===== src/rtl/alu_pkg.sv =====
// alu_pkg: shared constants for the ALU control decoder.
//   - ALU operation codes (0..14)
//   - B-operand select encodings
//   - MIPS opcode / funct field values
//   - dec_t: decoded field bundle carried through the output/skid stage
package alu_pkg;

  localparam logic [3:0] ALU_ADD = 4'd0;
  localparam logic [3:0] ALU_SUB = 4'd1;
  localparam logic [3:0] ALU_MUL = 4'd2;
  localparam logic [3:0] ALU_AND = 4'd3;
  localparam logic [3:0] ALU_OR  = 4'd4;
  localparam logic [3:0] ALU_NOR = 4'd5;
  localparam logic [3:0] ALU_XOR = 4'd6;
  localparam logic [3:0] ALU_SLL = 4'd7;
  localparam logic [3:0] ALU_SRL = 4'd8;
  localparam logic [3:0] ALU_SLT = 4'd9;
  localparam logic [3:0] ALU_NE  = 4'd10;
  localparam logic [3:0] ALU_LTZ = 4'd11;
  localparam logic [3:0] ALU_LEZ = 4'd12;
  localparam logic [3:0] ALU_GTZ = 4'd13;
  localparam logic [3:0] ALU_GEZ = 4'd14;

  localparam logic [1:0] BSEL_RT    = 2'd0;
  localparam logic [1:0] BSEL_SIMM  = 2'd1;
  localparam logic [1:0] BSEL_ZIMM  = 2'd2;
  localparam logic [1:0] BSEL_SHAMT = 2'd3;

  localparam logic [5:0] OP_RTYPE    = 6'h00;
  localparam logic [5:0] OP_REGIMM   = 6'h01;
  localparam logic [5:0] OP_BEQ      = 6'h04;
  localparam logic [5:0] OP_BNE      = 6'h05;
  localparam logic [5:0] OP_BLEZ     = 6'h06;
  localparam logic [5:0] OP_BGTZ     = 6'h07;
  localparam logic [5:0] OP_ADDI     = 6'h08;
  localparam logic [5:0] OP_SLTI     = 6'h0A;
  localparam logic [5:0] OP_ANDI     = 6'h0C;
  localparam logic [5:0] OP_ORI      = 6'h0D;
  localparam logic [5:0] OP_XORI     = 6'h0E;
  localparam logic [5:0] OP_SPECIAL2 = 6'h1C;
  localparam logic [5:0] OP_LW       = 6'h23;
  localparam logic [5:0] OP_SW       = 6'h2B;

  localparam logic [5:0] F_SLL = 6'h00;
  localparam logic [5:0] F_SRL = 6'h02;
  localparam logic [5:0] F_ADD = 6'h20;
  localparam logic [5:0] F_SUB = 6'h22;
  localparam logic [5:0] F_AND = 6'h24;
  localparam logic [5:0] F_OR  = 6'h25;
  localparam logic [5:0] F_XOR = 6'h26;
  localparam logic [5:0] F_NOR = 6'h27;
  localparam logic [5:0] F_SLT = 6'h2A;
  localparam logic [5:0] F_MUL = 6'h02;

  typedef struct packed {
    logic       illegal;
    logic       reg_write;
    logic       branch_on_zero;
    logic [1:0] b_sel;
    logic       a_sel;
    logic [3:0] alu_control;
  } dec_t;

  localparam int DEC_W = $bits(dec_t);

  function automatic dec_t dec_legal(input logic [3:0] alu, input logic a_sel,
                                     input logic [1:0] b_sel, input logic boz,
                                     input logic rw);
    dec_t d;
    d.illegal        = 1'b0;
    d.reg_write      = rw;
    d.branch_on_zero = boz;
    d.b_sel          = b_sel;
    d.a_sel          = a_sel;
    d.alu_control    = alu;
    return d;
  endfunction

endpackage


===== src/rtl/alu_dec_skid.sv =====
// alu_dec_skid: output register plus one skid register, valid/ready on both
// sides. in_ready is registered; it drops the cycle after the skid fills and
// returns the cycle after the skid entry moves to the output register.
// Ports:
//   clk, rst_n            clock, async active-low reset
//   in_valid/in_ready     upstream handshake, in_data payload
//   out_valid/out_ready   downstream handshake, out_data payload
module alu_dec_skid #(
  parameter int WIDTH = 8
) (
  input  logic             clk,
  input  logic             rst_n,
  input  logic             in_valid,
  output logic             in_ready,
  input  logic [WIDTH-1:0] in_data,
  output logic             out_valid,
  input  logic             out_ready,
  output logic [WIDTH-1:0] out_data
);

  logic             out_valid_q, out_valid_d;
  logic [WIDTH-1:0] out_data_q, out_data_d;
  logic             skid_valid_q, skid_valid_d;
  logic [WIDTH-1:0] skid_data_q, skid_data_d;
  logic             in_ready_q, in_ready_d;
  logic             in_fire;

  always_comb begin
    out_valid_d  = out_valid_q;
    out_data_d   = out_data_q;
    skid_valid_d = skid_valid_q;
    skid_data_d  = skid_data_q;
    in_fire      = in_valid & in_ready_q;

    if (skid_valid_q) begin
      // in_ready_q is low here, so nothing new can arrive this cycle
      if (out_ready) begin
        out_data_d   = skid_data_q;
        skid_valid_d = 1'b0;
      end
    end else if (in_fire) begin
      if (!out_valid_q || out_ready) begin
        out_valid_d = 1'b1;
        out_data_d  = in_data;
      end else begin
        skid_valid_d = 1'b1;
        skid_data_d  = in_data;
      end
    end else if (out_ready) begin
      out_valid_d = 1'b0;
    end

    in_ready_d = ~skid_valid_d;
  end

  always_ff @(posedge clk or negedge rst_n) begin
    if (!rst_n) begin
      out_valid_q  <= 1'b0;
      out_data_q   <= '0;
      skid_valid_q <= 1'b0;
      skid_data_q  <= '0;
      in_ready_q   <= 1'b1;
    end else begin
      out_valid_q  <= out_valid_d;
      out_data_q   <= out_data_d;
      skid_valid_q <= skid_valid_d;
      skid_data_q  <= skid_data_d;
      in_ready_q   <= in_ready_d;
    end
  end

  assign in_ready  = in_ready_q;
  assign out_valid = out_valid_q;
  assign out_data  = out_data_q;

endmodule


===== src/rtl/alu_control_decoder.sv =====
// alu_control_decoder: decodes a MIPS instruction word into ALU control
// fields, buffered through an output+skid stage (alu_dec_skid).
// Build option: define ALU_MULT_EN to decode op 0x1C funct 0x02 (mul);
// otherwise that encoding is illegal.
// Ports:
//   Clk, Rst_n                 clock, async active-low reset
//   In_Valid/In_Ready, Instr   instruction input handshake
//   Out_Valid/Out_Ready        decoded-field output handshake
//   ALUControl, ASel, BSel, BranchOnZero, RegWrite, Illegal  decoded fields
//   IllegalCount               saturating count of accepted illegal instrs
module alu_control_decoder
  import alu_pkg::*;
(
  input  logic        Clk,
  input  logic        Rst_n,
  input  logic        In_Valid,
  output logic        In_Ready,
  input  logic [31:0] Instr,
  output logic        Out_Valid,
  input  logic        Out_Ready,
  output logic [3:0]  ALUControl,
  output logic        ASel,
  output logic [1:0]  BSel,
  output logic        BranchOnZero,
  output logic        RegWrite,
  output logic        Illegal,
  output logic [15:0] IllegalCount
);

  logic [5:0]       op, funct;
  logic [4:0]       rt;
  dec_t             dec;
  dec_t             out_dec;
  logic [DEC_W-1:0] out_data;
  logic             in_fire;
  logic [15:0]      ill_cnt_q, ill_cnt_d;
  logic             unused_instr_bits;

  assign op    = Instr[31:26];
  assign rt    = Instr[20:16];
  assign funct = Instr[5:0];
  assign unused_instr_bits = ^{Instr[25:21], Instr[15:6]};

  always_comb begin
    dec         = '0;
    dec.illegal = 1'b1;
    unique case (op)
      OP_RTYPE: begin
        case (funct)
          F_ADD: dec = dec_legal(ALU_ADD, 1'b0, BSEL_RT, 1'b0, 1'b1);
          F_SUB: dec = dec_legal(ALU_SUB, 1'b0, BSEL_RT, 1'b0, 1'b1);
          F_AND: dec = dec_legal(ALU_AND, 1'b0, BSEL_RT, 1'b0, 1'b1);
          F_OR:  dec = dec_legal(ALU_OR,  1'b0, BSEL_RT, 1'b0, 1'b1);
          F_NOR: dec = dec_legal(ALU_NOR, 1'b0, BSEL_RT, 1'b0, 1'b1);
          F_XOR: dec = dec_legal(ALU_XOR, 1'b0, BSEL_RT, 1'b0, 1'b1);
          F_SLT: dec = dec_legal(ALU_SLT, 1'b0, BSEL_RT, 1'b0, 1'b1);
          // shifts operate on rt, shamt reaches the ALU via the raw imm16
          F_SLL: dec = dec_legal(ALU_SLL, 1'b1, BSEL_SHAMT, 1'b0, 1'b1);
          F_SRL: dec = dec_legal(ALU_SRL, 1'b1, BSEL_SHAMT, 1'b0, 1'b1);
          default: ;
        endcase
      end
      OP_ADDI: dec = dec_legal(ALU_ADD, 1'b0, BSEL_SIMM, 1'b0, 1'b1);
      OP_SLTI: dec = dec_legal(ALU_SLT, 1'b0, BSEL_SIMM, 1'b0, 1'b1);
      OP_ANDI: dec = dec_legal(ALU_AND, 1'b0, BSEL_ZIMM, 1'b0, 1'b1);
      OP_ORI:  dec = dec_legal(ALU_OR,  1'b0, BSEL_ZIMM, 1'b0, 1'b1);
      OP_XORI: dec = dec_legal(ALU_XOR, 1'b0, BSEL_ZIMM, 1'b0, 1'b1);
      OP_LW:   dec = dec_legal(ALU_ADD, 1'b0, BSEL_SIMM, 1'b0, 1'b1);
      OP_SW:   dec = dec_legal(ALU_ADD, 1'b0, BSEL_SIMM, 1'b0, 1'b0);
      // branch is taken when the ALU result is zero, so each test is the
      // complement of the branch condition
      OP_BEQ:  dec = dec_legal(ALU_SUB, 1'b0, BSEL_RT, 1'b1, 1'b0);
      OP_BNE:  dec = dec_legal(ALU_NE,  1'b0, BSEL_RT, 1'b1, 1'b0);
      OP_BLEZ: dec = dec_legal(ALU_GTZ, 1'b0, BSEL_RT, 1'b1, 1'b0);
      OP_BGTZ: dec = dec_legal(ALU_LEZ, 1'b0, BSEL_RT, 1'b1, 1'b0);
      OP_REGIMM: begin
        if (rt == 5'd0)
          dec = dec_legal(ALU_GEZ, 1'b0, BSEL_RT, 1'b1, 1'b0);
        else if (rt == 5'd1)
          dec = dec_legal(ALU_LTZ, 1'b0, BSEL_RT, 1'b1, 1'b0);
      end
`ifdef ALU_MULT_EN
      OP_SPECIAL2: begin
        if (funct == F_MUL)
          dec = dec_legal(ALU_MUL, 1'b0, BSEL_RT, 1'b0, 1'b1);
      end
`else
`endif
      default: ;
    endcase
  end

  assign in_fire = In_Valid & In_Ready;

  always_comb begin
    ill_cnt_d = ill_cnt_q;
    if (in_fire && dec.illegal && (ill_cnt_q != 16'hFFFF))
      ill_cnt_d = ill_cnt_q + 16'd1;
  end

  always_ff @(posedge Clk or negedge Rst_n) begin
    if (!Rst_n) ill_cnt_q <= '0;
    else        ill_cnt_q <= ill_cnt_d;
  end

  alu_dec_skid #(.WIDTH(DEC_W)) u_skid (
    .clk       (Clk),
    .rst_n     (Rst_n),
    .in_valid  (In_Valid),
    .in_ready  (In_Ready),
    .in_data   (dec),
    .out_valid (Out_Valid),
    .out_ready (Out_Ready),
    .out_data  (out_data)
  );

  assign out_dec      = out_data;
  assign ALUControl   = out_dec.alu_control;
  assign ASel         = out_dec.a_sel;
  assign BSel         = out_dec.b_sel;
  assign BranchOnZero = out_dec.branch_on_zero;
  assign RegWrite     = out_dec.reg_write;
  assign Illegal      = out_dec.illegal;
  assign IllegalCount = ill_cnt_q;

endmodule


===== config.mk =====
export PLATFORM = sky130hd
export DESIGN_NAME = alu_control_decoder
export DESIGN_NICKNAME = d
export VERILOG_FILES = /design/src/rtl/alu_pkg.sv /design/src/rtl/alu_dec_skid.sv /design/src/rtl/alu_control_decoder.sv
export SDC_FILE = /design/constraint.sdc
export NUM_CORES = 1
export LEC_CHECK = 0
export ABC_CLOCK_PERIOD_IN_PS = 1900
export CAP_MARGIN = 20
export CELL_PAD_IN_SITES_DETAIL_PLACEMENT = 1
export CELL_PAD_IN_SITES_GLOBAL_PLACEMENT = 1
export CORE_ASPECT_RATIO = 1.5
export CORE_MARGIN = 5
export CORE_UTILIZATION = 35
export CTS_CLUSTER_DIAMETER = 200
export CTS_CLUSTER_SIZE = 14
export DETAILED_ROUTE_END_ITERATION = 8
export GPL_ROUTABILITY_DRIVEN = 1
export PLACE_DENSITY_LB_ADDON = 0.12
export SLEW_MARGIN = 15
export SYNTH_ARGS = -nofsm -noshare
export SYNTH_HDL_FRONTEND = slang
export SYNTH_SLANG_ARGS = --single-unit

===== constraint.sdc =====
create_clock -name Clk -period 1.9 [get_ports Clk]
set_input_delay 0.19 -clock Clk [delete_from_list [all_inputs] [get_ports Clk]]
set_output_delay 0.19 -clock Clk [all_outputs]
set_load 0.01 [all_outputs]

* Word-level counts from Yosys, hierarchy flattened
Index checks and enable logic that the tools add are counted.
** Storage, ports and cells
- Register bits :: 39
- Bits of input ports :: 36
- Output and inout port bits :: 28
** Cells by class
- Add/sub/neg operators :: 1
- Equal/unequal tests :: 24
- Mux-type cells :: 15
- Bitwise operators :: 4
- Reduce and logical (&&, ||, !) cells :: 14
** Operators by type and width (number)
- $pmux W10 S12 :: 1
- $pmux W10 S9 :: 1
- $mux W10 :: 6
- $eq A6 B6 Y1 const B :: 9
- $eq A6 B4 Y1 const B :: 5
- $eq A6 B3 Y1 const B :: 4
- $add A16 B1 Y16 const B :: 1
- $ne A16 B16 Y1 const B :: 1
- $logic_not A6 Y1 :: 2
- $reduce_and A3 Y1 :: 3
- $mux W1 :: 7
- $eq A6 B1 Y1 const B :: 1
- $eq A6 B2 Y1 const B :: 1
- $reduce_bool A2 Y1 :: 3
- $eq A5 B1 Y1 const B :: 1
- $logic_not A5 Y1 :: 1
- $not A1 Y1 :: 3
- $logic_and A1 B1 Y1 :: 2
- $ne A2 B1 Y1 const B :: 1
- $ne A2 B2 Y1 const B :: 1
- $reduce_or A2 Y1 :: 1
- $and A1 B1 Y1 :: 1
- $logic_not A1 Y1 :: 1
- $logic_or A1 B1 Y1 :: 1

* Depth between registers and ports, before layout
- Depth in word-level cells :: 7
- Gate-level depth with buffers :: 8
- Gate-level depth less buffers :: 7

* By module
From an unflattened synthesis, not the netlist that was laid out.
** Second synthesis, totals
- Cell total of the unflattened synthesis :: 223
- Area, all modules :: 2319.7 um^2
** By module, submodules not included
- alu_control_decoder :: instances 1, cells an instance 155, area each 1266.2 um^2
- alu_dec_skid :: instances 1, cells an instance 68, area each 1053.5 um^2

* Least setup slack after synthesis
No wires, ideal clock.
- Kind :: reg2reg
- Start point :: register ill_cnt_q[0] (netlist: IllegalCount[0])
- End point :: register ill_cnt_q[1] (netlist: IllegalCount[1])
- Library setup time :: 128 ps
- Data arrival time :: 1704 ps
- Data required time :: 1772 ps
- Slack :: 69 ps
- Stages on the path, launching flop included :: 8
- Buffers on the path :: 1
- Path through :: dfrtp_1 > ha_1 > nand3_1 > nor3_1 > a21oi_1 > o21ai_4 > buf_6 > mux2_1
** On the way
- Cells in the longest elaborated chain, start to end :: 2
- Elaborated cells on any way between the ends :: 3
- Classes of those cells :: add/sub (1); eq/ne (1); reduce/logical (1)
** Ends and longest elaborated chain
- from (decl) :: line alu_control_decoder.sv:36 : logic [15:0] ill_cnt_q, ill_cnt_d;
- from (signal assigned) :: line alu_control_decoder.sv:103 : else ill_cnt_q <= ill_cnt_d;
- branches (longest 2 deep; another with $add A16 B1 Y16)
Parallel ways; which one is timed is not known.
A chain may end at the register's enable or synchronous reset.

* Worst setup path after layout
- Start point :: input port Instr[0]
- End point :: register ill_cnt_q[7] (netlist: IllegalCount[7])
** On the way
- Cells in the longest elaborated chain, start to end :: 5
- Elaborated cells on any way between the ends :: 13
- Classes of those cells :: eq/ne (8); mux (2); reduce/logical (3)
** Ends and longest elaborated chain
- from (decl) :: line alu_control_decoder.sv:18 : input logic [31:0] Instr,
- $eq A6 B2 Y1 (tied with other cells) :: line alu_control_decoder.sv:49 : case (funct)
- $pmux W10 S9 (*) :: line alu_control_decoder.sv:49
- $pmux W10 S12 (*) :: line alu_control_decoder.sv:47 : unique case (op)
- $logic_and A1 B1 Y1 (*) (2 in series) :: line alu_control_decoder.sv:97 : if (in_fire && dec.illegal && (ill_cnt_q != 16'hFFFF))
Every way passes the cells marked *; elsewhere a longest branch is shown, timed or not.

==> reports/metrics.yaml <==
setup_path:
  cp.arrival_ns: 1.97
  critPathKind: "primary input to flip-flop"
  path_max_fanout: 8
  end_kind: "flip-flop"
  cpPeakStageDelay_ns: 0.54
  slowest_stage: "or4_4"
  path_cells: "clkdlybuf4s50_1 > or4_4 > o22ai_4 > nor3_4 > o21ai_4 > buf_6 > nor4_4 > xor2_1"
  worstPathRequired_ns: 2.07
  critPathLaunchType: "primary input"
drt:
  wl_um: 6300
  drc_errors: 0
  first_pass_iters: 4
  drt-initial-drc-count: 57
  vias: 2142
  wire_per_inst_um: 15.3
  detail-route-antenna-nets: 0
  viasPerCell: 5.21
die:
  die_y_um: 107
  start_util_pct: 36.0
  std_cell_rows: 35
  core_um2: 6130
  die-area_um2: 8020
  top_level_ports: 64
  die_w_um: 74.8
placed_design:
  hpwl_um: 5060
  numPortBuffers: 48
  place_worst_setup_slack_ns: -0.394
  placed_cells: 402
  routabilityCongestion: 0.845
grt:
  grt_pass1_wl_um: 10600
  grt_pass1_vias: 2329
  overflow: 0
  antenna_found_initial: 0
  grt_max_degree: 40
  grt.total_usage_pct: 16.8
timing:
  fin_setup_tns_ns: 0
  setup_viol: 0
  grt_setup_unrepaired: "false"
  finalHoldViolCount: 0
  skew_ns: 0.00546
  min_period_ns: 1.80
  post-route-period-util_pct: 94.9
  fmax_mhz: 555
  relSlewSlack_pct: 66.5
  fin_ws_ns: 0.0972
  maxSlewViolCount: 0
  worstMarginPinSlew_ns: 0.503
finish:
  nNetsFinal: 373
  antenna_cells: 0
  final-seq-area_um2: 977
  multiInputGateArea_um2: 1180
  final_cells: 411
  drive_gt1_share_pct: 24.3
  syn_to_final_growth_pct: 48.1
  fillers: 727
yosys:
  avgSynthCellArea_um2: 9.19
  synthArstFlopShare_pct: 100
  synth.distinct_cells: 53
  synth-edff-count: 0
  yosysWarnings: 0
  synthesis.nets: 277
  syn_area_um2: 2210
  synth.top_cell.area_share_pct: 43.1
  ys_seq_area_share_pct: 44.3
  synth.area.top_cells: "dfrtp_1 43%, nand2_1 6.3%, xor2_1 5.6%"
  yosys-top-cells-count: "38 x dfrtp_1, 37 x nand2_1, 23 x o21ai_0"
  yosysMostFrequentCell: "dfrtp_1"
  synth_top_flop_cell: "dfrtp_1"
  syn_inst: 240
  ys_seq_elements: 39
  yosys.area.top_type: "dfrtp_1"
clocking:
  clockBufferDepth: 2
  ctsHtreeMaxLevel: 2
  clock_latency_ns: 0.28
  root_buffer: "clkbuf_8"
  clock-sinks: 39
  cts_buffers: 5
  clkTransAtPathRegs_ns: 0.08
  tritoncts: "yes"
status:
  status: "completed"
power_and_ir_drop:
  power_density_nw_per_um2: 846
  leakage_nw: 1.54
  vdd_ir_drop_max_mv: 0.332
job:
  max_cap_violations: 0
hold_path:
  hp-class: "flip-flop to flip-flop"
[final timing paths]
check / from / slack, ns / cells past startpoint / to
max: Instr[0] / 0.1 / 8 / IllegalCount[7]$_DFFE_PN0P_
min: u_skid.skid_data_q[2]$_DFFE_PN0P_ / 0.48 / 2 / u_skid.skid_data_q[2]$_DFFE_PN0P_
max reg2reg: IllegalCount[14]$_DFFE_PN0P_ / 0.12 / 7 / IllegalCount[7]$_DFFE_PN0P_
min reg2reg: u_skid.skid_data_q[2]$_DFFE_PN0P_ / 0.48 / 2 / u_skid.skid_data_q[2]$_DFFE_PN0P_
max in group asynchronous: Rst_n / 1.05 / 3 / u_skid.in_ready$_DFF_PN1_
min in group asynchronous: Rst_n / 0.49 / 3 / IllegalCount[10]$_DFFE_PN0P_
[per-stage QoR]
step	hold slack, ns	cell area [µm²]	power, mW	utilization [%]
floorplan	-0.106	2210	1.58	-
global placement	0.283	3100	2.12	50.6
detailed placement	0.280	3100	2.16	50.6
CTS	0.486	3240	2.80	52.9
global route	0.511	3270	2.94	53.3
finish	0.479	3270	2.76	53.3
[critical path: cells and delay by family]
kind / cells / cell delay [ns]
simple gates: 3 / 0.68
buf+inv: 2 / 0.58
xor+xnor: 1 / 0.16
compound gates: 2 / 0.34
[repair_timing]
action | in CTS | in global routing
pin swaps | 2 | 5
buffers inserted | 0 | 0
setup endpoints to repair | 3 | 15
hold endpoints to repair | 38 | 0
gates resized for setup | 6 | 8
hold buffers | 1 | 0
[routing by layer]
layer	vias up	GRT usage, %	part of all wire, %
li1	1030	-	-
met1	1053	18.0	37
met2	51	32.2	58
met3	8	1.88	4.0
met4	0	5.98	1.7
met5	-	0	0
[flip-flops by register name, summed over array words and instances, names as in the netlist]
signal	cells
u_skid.out_valid	1
u_skid.out_data	10
u_skid.skid_data_q	10
IllegalCount	16
u_skid.in_ready	1
u_skid.skid_valid_q	1
[layout by cell type, fill, tap and decap left out, types with 2 or more instances in the layout]
cell	Yosys	final
nor2_4	2	2
nor3_2	3	4
or3_1	3	3
o22ai_1	2	2
and3_1	8	8
inv_1	11	11
nor2_1	13	13
dlymetal6s2s_1	0	4
xor2_1	14	14
clkbuf_8	0	7
or2_2	3	3
o21ai_0	23	23
nand2_1	37	37
dfrtp_1	38	38
buf_4	0	48
buf_6	1	2
xnor2_1	4	4
nand3_1	5	5
clkdlybuf4s50_1	0	42
nand2b_1	3	2
mux2i_1	2	2
a21oi_1	9	9
nor3_1	8	7
mux2_2	3	3
o31ai_1	2	2
nand4_1	3	3
a31oi_1	4	4
nand4b_1	2	2
[cells by family after synthesis]
kind of cell	after synthesis	share of synthesized area, %
AOI/OAI and AO/OA	53	15.5
xor gates and xnor gates	18	7.15
adders and majority gates	1	0.567
buffers and inverters	21	4.14
DFF	39	44.3
muxes	6	2.95
and+or+nand+nor	102	25.4
[cell type report]
type / count / area share (%)
Timing Repair Buffer: 99 / 26.8
Inverter: 11 / 1.26
Sequential cell: 39 / 29.9
Tap cell: 74 / 2.83
Multi-Input combinational cell: 180 / 36.1
Clock buffer: 8 / 3.06
[power breakdown]
group	switching, mW	total (mW)	internal, mW	leakage (nW)
combinational	0.465	0.992	0.527	0.969
clock	0.286	0.618	0.332	0.0515
sequential	0.152	1.15	1.00	0.515
total	0.902	2.76	1.86	1.54
Note: power is estimated with default switching activity, not from simulation.
